==> src/rtl/m4_im_copy_seq_pkg.sv <==
// Shared definitions for the M4 -> IM copy sequencer: state encoding, page width, defaults.
// The ERR state exists only when M4_IMSEQ_TIMEOUT_EN is defined.
package m4_im_pkg;

    localparam int PAGE_W          = 11;
    localparam int WE_PER_PAGE_DEF = 31;
    localparam int WE_CNT_W        = 6;

`ifdef M4_IMSEQ_TIMEOUT_EN
    typedef enum logic [2:0] {
        ST_IDLE = 3'd0,
        ST_ARM  = 3'd1,
        ST_STRB = 3'd2,
        ST_FILL = 3'd3,
        ST_PROG = 3'd4,
        ST_EEWT = 3'd5,
        ST_FIN  = 3'd6,
        ST_ERR  = 3'd7
    } state_e;
`else
    typedef enum logic [2:0] {
        ST_IDLE = 3'd0,
        ST_ARM  = 3'd1,
        ST_STRB = 3'd2,
        ST_FILL = 3'd3,
        ST_PROG = 3'd4,
        ST_EEWT = 3'd5,
        ST_FIN  = 3'd6
    } state_e;
`endif

    // Page numbers are 11-bit and wrap 2047 -> 0 by design.
    function automatic logic [PAGE_W-1:0] next_page(input logic [PAGE_W-1:0] page);
        return page + 11'd1;
    endfunction

endpackage

==> src/rtl/m4_im_copy_seq_if.sv <==
// Command/handshake bundle between the copy sequencer (master) and its environment (slave):
// host decoder, SRAM reader and EEPROM programmer.
interface m4_im_copy_seq_if;
    import m4_im_pkg::*;

    logic              start;
    logic              abort;
    logic [PAGE_W-1:0] page_first;
    logic [PAGE_W-1:0] page_cnt;
    logic [3:0]        ope_vadrs;
    logic [3:0]        ope_hadrs;
    logic              m4_cmd_cycle_stp;
    logic              rd_weo;
    logic              ee_ack;
    logic              ee_busy;

    logic              copy_to_im;
    logic              im_ram_rstr;
    logic [PAGE_W-1:0] im_32byte_num;
    logic [3:0]        im_ope_vadrs;
    logic [3:0]        im_ope_hadrs;
    logic              ee_req;
    logic              busy;
    logic              done;
    logic              err;

    modport master (
        input  start, abort, page_first, page_cnt, ope_vadrs, ope_hadrs,
               m4_cmd_cycle_stp, rd_weo, ee_ack, ee_busy,
        output copy_to_im, im_ram_rstr, im_32byte_num, im_ope_vadrs, im_ope_hadrs,
               ee_req, busy, done, err
    );

    modport slave (
        output start, abort, page_first, page_cnt, ope_vadrs, ope_hadrs,
               m4_cmd_cycle_stp, rd_weo, ee_ack, ee_busy,
        input  copy_to_im, im_ram_rstr, im_32byte_num, im_ope_vadrs, im_ope_hadrs,
               ee_req, busy, done, err
    );

endinterface

==> src/rtl/m4_im_seq_wdog.sv <==
// Watchdog for the copy sequencer: reloads to all-ones, counts down while enabled, and
// flags expiry once a full all-ones span of cycles has elapsed since the last reload.
module m4_im_seq_wdog #(
    parameter int TMO_W = 16
) (
    input  logic clk,
    input  logic rst_n,
    input  logic load,
    input  logic en,
    output logic expired
);

    logic [TMO_W-1:0] cnt_q, cnt_d;
    logic             exp_q, exp_d;

    // Next-count and expiry computation.
    always_comb begin
        cnt_d = cnt_q;
        if (load) begin
            cnt_d = {TMO_W{1'b1}};
        end else if (en && (cnt_q != {TMO_W{1'b0}})) begin
            cnt_d = cnt_q - {{(TMO_W-1){1'b0}}, 1'b1};
        end else begin
            cnt_d = cnt_q;
        end
        exp_d = !load && (cnt_d == {TMO_W{1'b0}});
    end

    // Counter and expiry flag registers.
    always_ff @(posedge clk or negedge rst_n) begin
        if (!rst_n) begin
            cnt_q <= {TMO_W{1'b0}};
            exp_q <= 1'b0;
        end else begin
            cnt_q <= cnt_d;
            exp_q <= exp_d;
        end
    end

    assign expired = exp_q;

endmodule

==> src/rtl/m4_im_copy_seq.sv <==
// Multi-page copy sequencer from M4 correction SRAM to IM EEPROM.
// Optional watchdog and ERR state are built when M4_IMSEQ_TIMEOUT_EN is defined.
module m4_im_copy_seq
    import m4_im_pkg::*;
#(
    parameter int WE_PER_PAGE = WE_PER_PAGE_DEF,
    parameter int TMO_W       = 16
) (
    input  logic             clk,
    input  logic             rst_n,
    m4_im_copy_seq_if.master bus
);

    localparam logic [WE_CNT_W-1:0] WE_LAST = WE_CNT_W'(WE_PER_PAGE - 1);

    state_e              state_q, state_d;
    logic                copy_q, copy_d;
    logic                rstr_q, rstr_d;
    logic                req_q, req_d;
    logic                busy_q, busy_d;
    logic                done_q, done_d;
    logic [PAGE_W-1:0]   page_q, page_d;
    logic [PAGE_W-1:0]   left_q, left_d;
    logic [3:0]          vadrs_q, vadrs_d;
    logic [3:0]          hadrs_q, hadrs_d;
    logic [WE_CNT_W-1:0] we_cnt_q, we_cnt_d;
    logic                strb_q, strb_d;
    logic                seen_q, seen_d;

`ifdef M4_IMSEQ_TIMEOUT_EN
    logic err_q, err_d;
    logic wdog_exp_s;
    logic wdog_load_s;
    logic wdog_en_s;

    assign wdog_load_s = (state_d != state_q);
    assign wdog_en_s   = (state_q == ST_FILL) || (state_q == ST_PROG) || (state_q == ST_EEWT);

    m4_im_seq_wdog #(.TMO_W(TMO_W)) u_wdog (
        .clk     (clk),
        .rst_n   (rst_n),
        .load    (wdog_load_s),
        .en      (wdog_en_s),
        .expired (wdog_exp_s)
    );
`endif

    // Next-state and next-output logic; abort overrides everything, including a start.
    always_comb begin
        state_d  = state_q;
        copy_d   = copy_q;
        rstr_d   = rstr_q;
        req_d    = req_q;
        busy_d   = busy_q;
        done_d   = 1'b0;
        page_d   = page_q;
        left_d   = left_q;
        vadrs_d  = vadrs_q;
        hadrs_d  = hadrs_q;
        we_cnt_d = we_cnt_q;
        strb_d   = strb_q;
        seen_d   = seen_q;
`ifdef M4_IMSEQ_TIMEOUT_EN
        err_d    = err_q;
`endif
        if (bus.abort) begin
            state_d = ST_IDLE;
            copy_d  = 1'b0;
            rstr_d  = 1'b0;
            req_d   = 1'b0;
            busy_d  = 1'b0;
        end
`ifdef M4_IMSEQ_TIMEOUT_EN
        else if (wdog_exp_s && wdog_en_s) begin
            state_d = ST_ERR;
            err_d   = 1'b1;
            copy_d  = 1'b0;
            rstr_d  = 1'b0;
            req_d   = 1'b0;
        end
`endif
        else begin
            case (state_q)
                ST_IDLE: begin
                    if (bus.start && (bus.page_cnt != 11'd0)) begin
                        state_d = ST_ARM;
                        page_d  = bus.page_first;
                        left_d  = bus.page_cnt;
                        vadrs_d = bus.ope_vadrs;
                        hadrs_d = bus.ope_hadrs;
                        copy_d  = 1'b1;
                        busy_d  = 1'b1;
`ifdef M4_IMSEQ_TIMEOUT_EN
                        err_d   = 1'b0;
`endif
                    end else if (bus.start) begin
                        done_d = 1'b1;
                    end else begin
                        busy_d = 1'b0;
                    end
                end
                ST_ARM: begin
                    if (bus.m4_cmd_cycle_stp) begin
                        state_d  = ST_STRB;
                        rstr_d   = 1'b1;
                        strb_d   = 1'b0;
                        we_cnt_d = {WE_CNT_W{1'b0}};
                    end else begin
                        state_d = ST_ARM;
                    end
                end
                ST_STRB: begin
                    // Read strobe spans exactly two cycles: entry cycle plus one more.
                    if (strb_q) begin
                        state_d = ST_FILL;
                        rstr_d  = 1'b0;
                    end else begin
                        strb_d = 1'b1;
                    end
                end
                ST_FILL: begin
                    if (bus.rd_weo && (we_cnt_q == WE_LAST)) begin
                        state_d  = ST_PROG;
                        req_d    = 1'b1;
                        we_cnt_d = we_cnt_q + 6'd1;
                    end else if (bus.rd_weo) begin
                        we_cnt_d = we_cnt_q + 6'd1;
                    end else begin
                        we_cnt_d = we_cnt_q;
                    end
                end
                ST_PROG: begin
                    if (bus.ee_ack) begin
                        state_d = ST_EEWT;
                        req_d   = 1'b0;
                        seen_d  = 1'b0;
                    end else begin
                        req_d = 1'b1;
                    end
                end
                ST_EEWT: begin
                    // Busy must be observed high before its fall counts as page completion.
                    if (!seen_q) begin
                        seen_d = bus.ee_busy;
                    end else if (bus.ee_busy) begin
                        seen_d = 1'b1;
                    end else if (left_q == 11'd1) begin
                        state_d = ST_FIN;
                        left_d  = 11'd0;
                        copy_d  = 1'b0;
                        done_d  = 1'b1;
                    end else begin
                        state_d = ST_ARM;
                        left_d  = left_q - 11'd1;
                        page_d  = next_page(page_q);
                    end
                end
                ST_FIN: begin
                    state_d = ST_IDLE;
                    busy_d  = 1'b0;
                end
`ifdef M4_IMSEQ_TIMEOUT_EN
                ST_ERR: begin
                    state_d = ST_IDLE;
                    busy_d  = 1'b0;
                end
`endif
                default: begin
                    state_d = ST_IDLE;
                    copy_d  = 1'b0;
                    rstr_d  = 1'b0;
                    req_d   = 1'b0;
                    busy_d  = 1'b0;
                end
            endcase
        end
    end

    // State, counter and registered-output flops.
    always_ff @(posedge clk or negedge rst_n) begin
        if (!rst_n) begin
            state_q  <= ST_IDLE;
            copy_q   <= 1'b0;
            rstr_q   <= 1'b0;
            req_q    <= 1'b0;
            busy_q   <= 1'b0;
            done_q   <= 1'b0;
            page_q   <= 11'd0;
            left_q   <= 11'd0;
            vadrs_q  <= 4'd0;
            hadrs_q  <= 4'd0;
            we_cnt_q <= 6'd0;
            strb_q   <= 1'b0;
            seen_q   <= 1'b0;
`ifdef M4_IMSEQ_TIMEOUT_EN
            err_q    <= 1'b0;
`endif
        end else begin
            state_q  <= state_d;
            copy_q   <= copy_d;
            rstr_q   <= rstr_d;
            req_q    <= req_d;
            busy_q   <= busy_d;
            done_q   <= done_d;
            page_q   <= page_d;
            left_q   <= left_d;
            vadrs_q  <= vadrs_d;
            hadrs_q  <= hadrs_d;
            we_cnt_q <= we_cnt_d;
            strb_q   <= strb_d;
            seen_q   <= seen_d;
`ifdef M4_IMSEQ_TIMEOUT_EN
            err_q    <= err_d;
`endif
        end
    end

    assign bus.copy_to_im    = copy_q;
    assign bus.im_ram_rstr   = rstr_q;
    assign bus.im_32byte_num = page_q;
    assign bus.im_ope_vadrs  = vadrs_q;
    assign bus.im_ope_hadrs  = hadrs_q;
    assign bus.ee_req        = req_q;
    assign bus.busy          = busy_q;
    assign bus.done          = done_q;

`ifdef M4_IMSEQ_TIMEOUT_EN
    assign bus.err = err_q;
`else
    // Without the watchdog there is no error source; TMO_W only sizes the optional counter.
    if (TMO_W > 0) begin : g_err_tie
        assign bus.err = 1'b0;
    end else begin : g_err_tie_zw
        assign bus.err = 1'b0;
    end
`endif

endmodule

==> src/flat_wrapper.sv <==
// flat-port wrapper written by rule: the top's interface ports become plain ports
module m4_im_copy_seq_flat import m4_im_pkg::*;
#(
    parameter int WE_PER_PAGE = WE_PER_PAGE_DEF,
    parameter int TMO_W       = 16
)
  (clk, rst_n, bus_start, bus_abort, bus_page_first, bus_page_cnt, bus_ope_vadrs, bus_ope_hadrs, bus_m4_cmd_cycle_stp, bus_rd_weo, bus_ee_ack, bus_ee_busy, bus_copy_to_im, bus_im_ram_rstr, bus_im_32byte_num, bus_im_ope_vadrs, bus_im_ope_hadrs, bus_ee_req, bus_busy, bus_done, bus_err);
  m4_im_copy_seq_if bus_i ();
  input  logic clk;
  input  logic rst_n;
  input wire logic [$bits(bus_i.start)-1:0] bus_start;
  input wire logic [$bits(bus_i.abort)-1:0] bus_abort;
  input wire logic [$bits(bus_i.page_first)-1:0] bus_page_first;
  input wire logic [$bits(bus_i.page_cnt)-1:0] bus_page_cnt;
  input wire logic [$bits(bus_i.ope_vadrs)-1:0] bus_ope_vadrs;
  input wire logic [$bits(bus_i.ope_hadrs)-1:0] bus_ope_hadrs;
  input wire logic [$bits(bus_i.m4_cmd_cycle_stp)-1:0] bus_m4_cmd_cycle_stp;
  input wire logic [$bits(bus_i.rd_weo)-1:0] bus_rd_weo;
  input wire logic [$bits(bus_i.ee_ack)-1:0] bus_ee_ack;
  input wire logic [$bits(bus_i.ee_busy)-1:0] bus_ee_busy;
  output wire logic [$bits(bus_i.copy_to_im)-1:0] bus_copy_to_im;
  output wire logic [$bits(bus_i.im_ram_rstr)-1:0] bus_im_ram_rstr;
  output wire logic [$bits(bus_i.im_32byte_num)-1:0] bus_im_32byte_num;
  output wire logic [$bits(bus_i.im_ope_vadrs)-1:0] bus_im_ope_vadrs;
  output wire logic [$bits(bus_i.im_ope_hadrs)-1:0] bus_im_ope_hadrs;
  output wire logic [$bits(bus_i.ee_req)-1:0] bus_ee_req;
  output wire logic [$bits(bus_i.busy)-1:0] bus_busy;
  output wire logic [$bits(bus_i.done)-1:0] bus_done;
  output wire logic [$bits(bus_i.err)-1:0] bus_err;
  assign bus_i.start = bus_start;
  assign bus_i.abort = bus_abort;
  assign bus_i.page_first = bus_page_first;
  assign bus_i.page_cnt = bus_page_cnt;
  assign bus_i.ope_vadrs = bus_ope_vadrs;
  assign bus_i.ope_hadrs = bus_ope_hadrs;
  assign bus_i.m4_cmd_cycle_stp = bus_m4_cmd_cycle_stp;
  assign bus_i.rd_weo = bus_rd_weo;
  assign bus_i.ee_ack = bus_ee_ack;
  assign bus_i.ee_busy = bus_ee_busy;
  assign bus_copy_to_im = bus_i.copy_to_im;
  assign bus_im_ram_rstr = bus_i.im_ram_rstr;
  assign bus_im_32byte_num = bus_i.im_32byte_num;
  assign bus_im_ope_vadrs = bus_i.im_ope_vadrs;
  assign bus_im_ope_hadrs = bus_i.im_ope_hadrs;
  assign bus_ee_req = bus_i.ee_req;
  assign bus_busy = bus_i.busy;
  assign bus_done = bus_i.done;
  assign bus_err = bus_i.err;
  m4_im_copy_seq #(.WE_PER_PAGE(WE_PER_PAGE), .TMO_W(TMO_W)) u_core (.clk(clk), .rst_n(rst_n), .bus(bus_i));
endmodule
==> config.mk <==
export PLATFORM = sky130hd
export DESIGN_NAME = m4_im_copy_seq_flat
export DESIGN_NICKNAME = d
export VERILOG_FILES = /design/src/rtl/m4_im_copy_seq_pkg.sv /design/src/rtl/m4_im_copy_seq_if.sv /design/src/rtl/m4_im_seq_wdog.sv /design/src/rtl/m4_im_copy_seq.sv /design/src/flat_wrapper.sv
export SDC_FILE = /design/constraint.sdc
export NUM_CORES = 1
export LEC_CHECK = 0
export CAP_MARGIN = 20
export CORE_MARGIN = 2
export CORE_UTILIZATION = 30
export DETAILED_ROUTE_END_ITERATION = 6
export SYNTH_ARGS = -nofsm -noshare
export SYNTH_HDL_FRONTEND = slang
export SYNTH_SLANG_ARGS = --single-unit
==> constraint.sdc <==
create_clock -name clk -period 2.7 [get_ports clk]
set_input_delay 0.27 -clock clk [delete_from_list [all_inputs] [get_ports clk]]
set_output_delay 0.27 -clock clk [all_outputs]
set_load 0.1 [all_outputs]
== After elaboration in Yosys (flattened, before gate mapping) ==
Index checks and enable logic that the tools add are counted.

* Bits in registers: 46
* Output and inout bits: 25
* Logic and storage cells: 122

* $add $sub $neg: 3
* Equality and inequality tests: 28
* Mux-type cells: 54
* Bitwise gates (word level): 1
* Reductions and logical operators: 23

{| class="wikitable"
|+ Operator list
! operator !! number
|-
| two-way mux 11 bit || 8
|-
| one-hot mux 11 bit (2 select lines) || 2
|-
| two-way mux 3 bit || 8
|-
| two-way mux 1 bit || 23
|-
| OR reduction 5 bit || 4
|-
| two-way mux 6 bit || 3
|-
| inequality test 3 x 2 -> 1 bit (second input constant) || 6
|-
| one-hot mux 3 bit (6 select lines) || 1
|-
| inequality test 2 x 1 -> 1 bit (second input constant) || 6
|-
| one-hot mux 6 bit (2 select lines) || 1
|-
| AND reduction 3 bit || 4
|-
| AND reduction 6 bit || 2
|-
| adder 11 x 1 -> 11 bit (second input constant) || 1
|-
| == test 11 x 1 -> 1 bit (second input constant) || 1
|-
| nonzero test 11 bit || 1
|-
| subtractor 11 x 1 -> 11 bit (second input constant) || 1
|-
| AND reduction 5 bit || 2
|-
| == test 3 bit (second input constant) || 3
|-
| inequality test 3 bit (second input constant) || 3
|-
| one-hot mux 1 bit (3 select lines) || 3
|-
| inequality test 2 bit (second input constant) || 4
|-
| one-hot mux 1 bit (2 select lines) || 4
|-
| nonzero test 2 bit || 4
|-
| adder 6 x 1 -> 6 bit (second input constant) || 1
|-
| other kinds (10) || 13
|}

== Longest topological paths before layout ==
* Depth in word-level cells: 6
* Mapped depth: 8

== Least setup slack after synthesis ==
No wires, ideal clock.

* Path kind: register to register
* From: reg u_core.page_q[0] (netlist: u_core.bus.im_32byte_num[0])
* To: reg u_core.page_q[10] (netlist: u_core.bus.im_32byte_num[10])
* Setup time: 0.125 ns
* Arrival time: 2.101 ns
* Data required time: 2.575 ns
* Setup slack: 0.474 ns
* Stages on the path, launching flop included: 7
* Buffers on the path: 0
* Period minus slack after synthesis: 2.226 ns
* Cell sequence: dfrtp_1 ha_1 and3_1 nand3_1 nor2_1 a31oi_1 o22a_1

* Cells in the longest elaborated chain, start to end: 5

{| class="wikitable"
|+ Ends and longest elaborated chain
! what !! RTL line !! source
|-
| start: declaration || m4_im_copy_seq.sv:22 || <nowiki>logic [PAGE_W-1:0] page_q, page_d;</nowiki>
|-
| start signal: assignment || m4_im_copy_seq.sv:205 || <nowiki>page_q <= page_d;</nowiki>
|-
| adder 11 x 1 -> 11 bit || m4_im_copy_seq_pkg.sv:34 || <nowiki>return page + 11'd1;</nowiki>
|-
| two-way mux 11 bit || m4_im_copy_seq.sv:147 || <nowiki>end else if (left_q == 11'd1) begin</nowiki>
|-
| two-way mux 11 bit || m4_im_copy_seq.sv:145 || <nowiki>end else if (bus.ee_busy) begin</nowiki>
|-
| two-way mux 11 bit || m4_im_copy_seq.sv:143 || <nowiki>if (!seen_q) begin</nowiki>
|-
| one-hot mux 11 bit (2 select lines) || m4_im_copy_seq.sv:83 || <nowiki>case (state_q)</nowiki>
|}

Every way passes these cells. The select of a mux whose other input is x is not followed.
A chain may end at the register's enable or synchronous reset.

== Final worst setup path ==
* From: reg u_core.left_q[1]
* To: reg u_core.state_q[0]

* Cells in the longest elaborated chain, start to end: 6

{| class="wikitable"
|+ Ends and longest elaborated chain
! what !! RTL line !! source
|-
| start: declaration || m4_im_copy_seq.sv:23 || <nowiki>logic [PAGE_W-1:0] left_q, left_d;</nowiki>
|-
| start signal: assignment || m4_im_copy_seq.sv:206 || <nowiki>left_q <= left_d;</nowiki>
|-
| == test 11 x 1 -> 1 bit || m4_im_copy_seq.sv:147 ||
|-
| two-way mux 3 bit || m4_im_copy_seq.sv:147 ||
|-
| two-way mux 3 bit || m4_im_copy_seq.sv:145 ||
|-
| two-way mux 3 bit || m4_im_copy_seq.sv:143 ||
|-
| one-hot mux 3 bit (6 select lines) || m4_im_copy_seq.sv:83 ||
|-
| two-way mux 3 bit || m4_im_copy_seq.sv:66 || <nowiki>if (bus.abort) begin</nowiki>
|-
| end signal: assignment || m4_im_copy_seq.sv:199 || <nowiki>state_q <= state_d;</nowiki>
|-
| end: declaration || m4_im_copy_seq.sv:16 || <nowiki>state_e state_q, state_d;</nowiki>
|}

Every way passes these cells. The select of a mux whose other input is x is not followed.

==> impl_metrics.toml <==
[synthesis]
post_synth_xor_area_fraction = 0.01249
synth_top_family_by_area = "simple AND/OR/NAND/NOR gates"
synth_cell_area_mm2 = 0.002805
syn_avg_cell_area_um2 = 8.712
synth_fp_nets = 365
post_synth_fa_ha_maj_area_fraction = 0.02230
seq_area_frac_synth = 0.4103
synth_enable_flop_cells = 0
ys_async_sr_fraction = 1.000
yosysWarnings = 0
synth_flop_cell = "sky130_fd_sc_hd__dfrtp_1"
synth_simple_gate_area_share = 0.2230
synth_seq_cells = 46
yosys.cell_types.count = 57
post_synth_inst_count = 322
synth-compound-area-share = 0.2177
muxShareOfSynthArea = 0.05888

[sta]
rsz0062_at_grt = "no"
worst_clock_skew_ns = 0.008210
hold_viol = 0
fmax_mhz = 449.6
period_minus_slack_ns = 2.224
min_period_over_period = 0.8238
drv_slew = 0
setup_viol = 0
max_slew_margin = 0.5900
timing_worst_slew_pin_value_ns = 0.6100
timing.setup.tns_ns = 0

[detailed_routing]
firstDrtPassIters = 4
ant_nets = 0
avgViaCountPerCell = 5.231
wl_per_cell_um = 14.07
vias = 2558
drcViolationCount = 0
totalWireLength_um = 6880
violation_count_after_the_first_detailed_routing_iteration = 139

[power]
power_per_cell_area_mw_per_mm2 = 1145
post-layout-total-power_w = 0.004121
pint_w = 0.001885
seq_power_share = 0.299
power.ir.vdd_worst_v = 0.0004437
switching_part_of_the_total = 0.5425
power.net_switching_w = 0.002236
portion_of_total_power_attributed_to_the_clock_network = 0.150
power.share.combinational = 0.550
total_leakage_power_nw = 1.508

[clock_network]
cts_hold_repair.buffers = 0
cts.clk_slew.worst_paths_ns = 0.09
tritoncts = "done"
numCtsBuffers = 5
clkSinkCount = 46
cts.repair_timing.setup_buffer_count = 0
htree_num_levels = 2
cts_root_buf = "sky130_fd_sc_hd__clkbuf_8"
postCtsResizedCells = 0
cts_buffer_depth = 2
worstSkewPairLatency_ns = 0.30

[placed_design]
placed_cells_incl_taps = 479
place.port_buffers = 61
post-dp-hpwl_um = 4924
placedInstanceArea_mm2 = 0.003432
gp_routability_congestion = 0.8246

[worst_setup_path]
worstSetupStartpointType = "flop"
r2r_setup_slack_ns = 0.48
crit_required_ns = 2.89
worst-endpoint-arrival_ns = 2.42
worstPathCellList = "inv_1 > ha_1 > or4b_4 > o31ai_4 > a31oi_1 > mux2_2"
critPathKind = "flop to flop"
timing.critical_path.slowest_cell_delay_ns = 0.53
critPathCaptureType = "flop"
worstPathMaxFanout = 9
family_with_the_most_delay_on_the_worst_path = "compound AO/OA/AOI/OAI gates"
cp_buf_inv_count = 1
worst_path_max_delay_cell = "sky130_fd_sc_hd__or4b_4"

[final_layout]
nNetsFinal = 420
stdcell_area_mm2 = 0.003600
share_of_cells_above_drive_strength_1 = 0.1614
n_antenna_cell = 0
commonest_cells_after_routing_fill_and_taps_aside = "sky130_fd_sc_hd__dfrtp_1, sky130_fd_sc_hd__clkdlybuf4s50_1, sky130_fd_sc_hd__nor2_1"
area_growth_syn_to_layout_pct = 28.32
mostFrequentLayoutCell = "sky130_fd_sc_hd__dfrtp_1"
layout.cells.non_filler = 489

[die]
row_count = 35
core_area_mm2 = 0.009153
dieHeight_um = 100.7
floorplan_die_area_mm2 = 0.01014
floorplan.initialDensity = 0.3065
floorplan.die.width_um = 100.7
ios = 63

[grt]
vias_in_the_first_global_route = 2271
grt_overflow = 0
global_route_wire_length_before_repair_um = 10900
track_usage = 0.1332
antenna_found_initial = 0
grt_start_max_net_pins = 47

[flow_run]
maxCapViolCount = 0

[status]
status = "finished, final reports clean"

[min_path]
worstHoldPathType = "input pin to async pin"
-- path summary, 6_finish.rpt --
check / from / end / cells past startpoint
setup reg to reg: u_core.left_q[1] / u_core.state_q[0] / 6
setup / recovery: u_core.left_q[1] / u_core.state_q[0] / 6
max in group asynchronous: rst_n / u_core.left_q[0] / 3
min in group clk: u_core.bus.im_ope_hadrs[2] / u_core.bus.im_ope_hadrs[2] / 1
hold / removal: rst_n / u_core.bus.im_ope_vadrs[2] / 2
hold reg to reg: u_core.bus.im_ope_hadrs[2] / u_core.bus.im_ope_hadrs[2] / 1
-- state kept, by name, indices dropped and copies added (netlist names) --
register and flops:
u_core.bus.busy 1, u_core.bus.im_ram_rstr 1, u_core.bus.im_ope_hadrs 4, u_core.strb_q 1, u_core.bus.im_ope_vadrs 4, u_core.left_q 11
u_core.state_q 3, u_core.we_cnt_q 6, u_core.bus.copy_to_im 1, u_core.seen_q 1, u_core.bus.ee_req 1, u_core.bus.done 1
u_core.bus.im_32byte_num 11
-- area by class of cell --
type	count	area, µm²
repair buffers	69	620.6
fillers	885	5553
well taps	111	138.9
inverters	13	48.80
flip-flops and latches	46	1151
clock buffers	5	68.82
clock inverters	3	68.82
multi-input cells	242	1503
-- power by group through the flow --
| stage | Combinational, W | Clock (W) | Sequential (W) |
|---|---|---|---|
| after floorplan | 0.000686 | 0 | 0.00231 |
| after global placement | 0.00226 | 0 | 0.00123 |
| after detailed placement | 0.00227 | 0 | 0.00124 |
| after CTS | 0.00228 | 0.000644 | 0.00123 |
| after global routing | 0.00240 | 0.000677 | 0.00127 |
| final | 0.00227 | 0.000620 | 0.00123 |
-- routing by layer --
metal / wire [µm] / up-vias / global-route usage
li1: - / 1281 / -
met1: 3124 / 1209 / 0.1689
met2: 3292 / 61 / 0.2267
met3: 342 / 7 / 0.02774
met4: 120 / 0 / 0.04215
met5: 0 / - / 0
-- per-stage QoR --
step	setup WS (ns)	util	hold slack (ns)
finish	0.4758	0.3933	0.4679
global route	0.3700	0.3933	0.5074
CTS	0.4728	0.3900	0.1970
detailed placement	0.3614	0.3750	0.4979
global placement	0.3982	0.3750	0.4921
floorplan	0.4738	-	-0.02559
-- cell families after synthesis --
family          count (synthesis)
flops                          46
other cells                     1
fa+ha+maj                       5
buf+inv                        34
xor+xnor                        4
simple gates                  117
mux                            15
compound gates                100
-- synthesized netlist by cell type (2+ instances only) --
library cell	n	area (µm²)
sky130_fd_sc_hd__dfrtp_1	46	1151
sky130_fd_sc_hd__nor2_1	33	123.9
sky130_fd_sc_hd__a21oi_1	31	155.2
sky130_fd_sc_hd__o21ai_0	31	155.2
sky130_fd_sc_hd__nand2_1	28	105.1
sky130_fd_sc_hd__inv_1	13	48.80
sky130_fd_sc_hd__mux2_2	12	135.1
sky130_fd_sc_hd__nand3_1	10	50.05
sky130_fd_sc_hd__clkbuf_1	8	30.03
sky130_fd_sc_hd__a31oi_1	7	43.79
sky130_fd_sc_hd__buf_2	7	35.03
sky130_fd_sc_hd__nor3_1	6	30.03
sky130_fd_sc_hd__nor4_1	6	37.54
sky130_fd_sc_hd__o22ai_1	6	37.54
sky130_fd_sc_hd__and3_1	5	31.28
sky130_fd_sc_hd__ha_1	5	62.56
sky130_fd_sc_hd__or3_1	5	31.28
sky130_fd_sc_hd__a22oi_1	4	30.03
sky130_fd_sc_hd__nand2b_1	4	25.02
sky130_fd_sc_hd__nand4_1	4	25.02
sky130_fd_sc_hd__xor2_1	4	35.03
sky130_fd_sc_hd__buf_1	3	11.26
sky130_fd_sc_hd__mux2i_1	3	30.03
sky130_fd_sc_hd__a221o_1	2	20.02
sky130_fd_sc_hd__a32oi_1	2	17.52
sky130_fd_sc_hd__buf_4	2	15.01
sky130_fd_sc_hd__nand4b_1	2	17.52
sky130_fd_sc_hd__nor4b_1	2	17.52
sky130_fd_sc_hd__o21a_1	2	15.01
sky130_fd_sc_hd__o21bai_1	2	15.01
(Power assumes the default switching activity.)
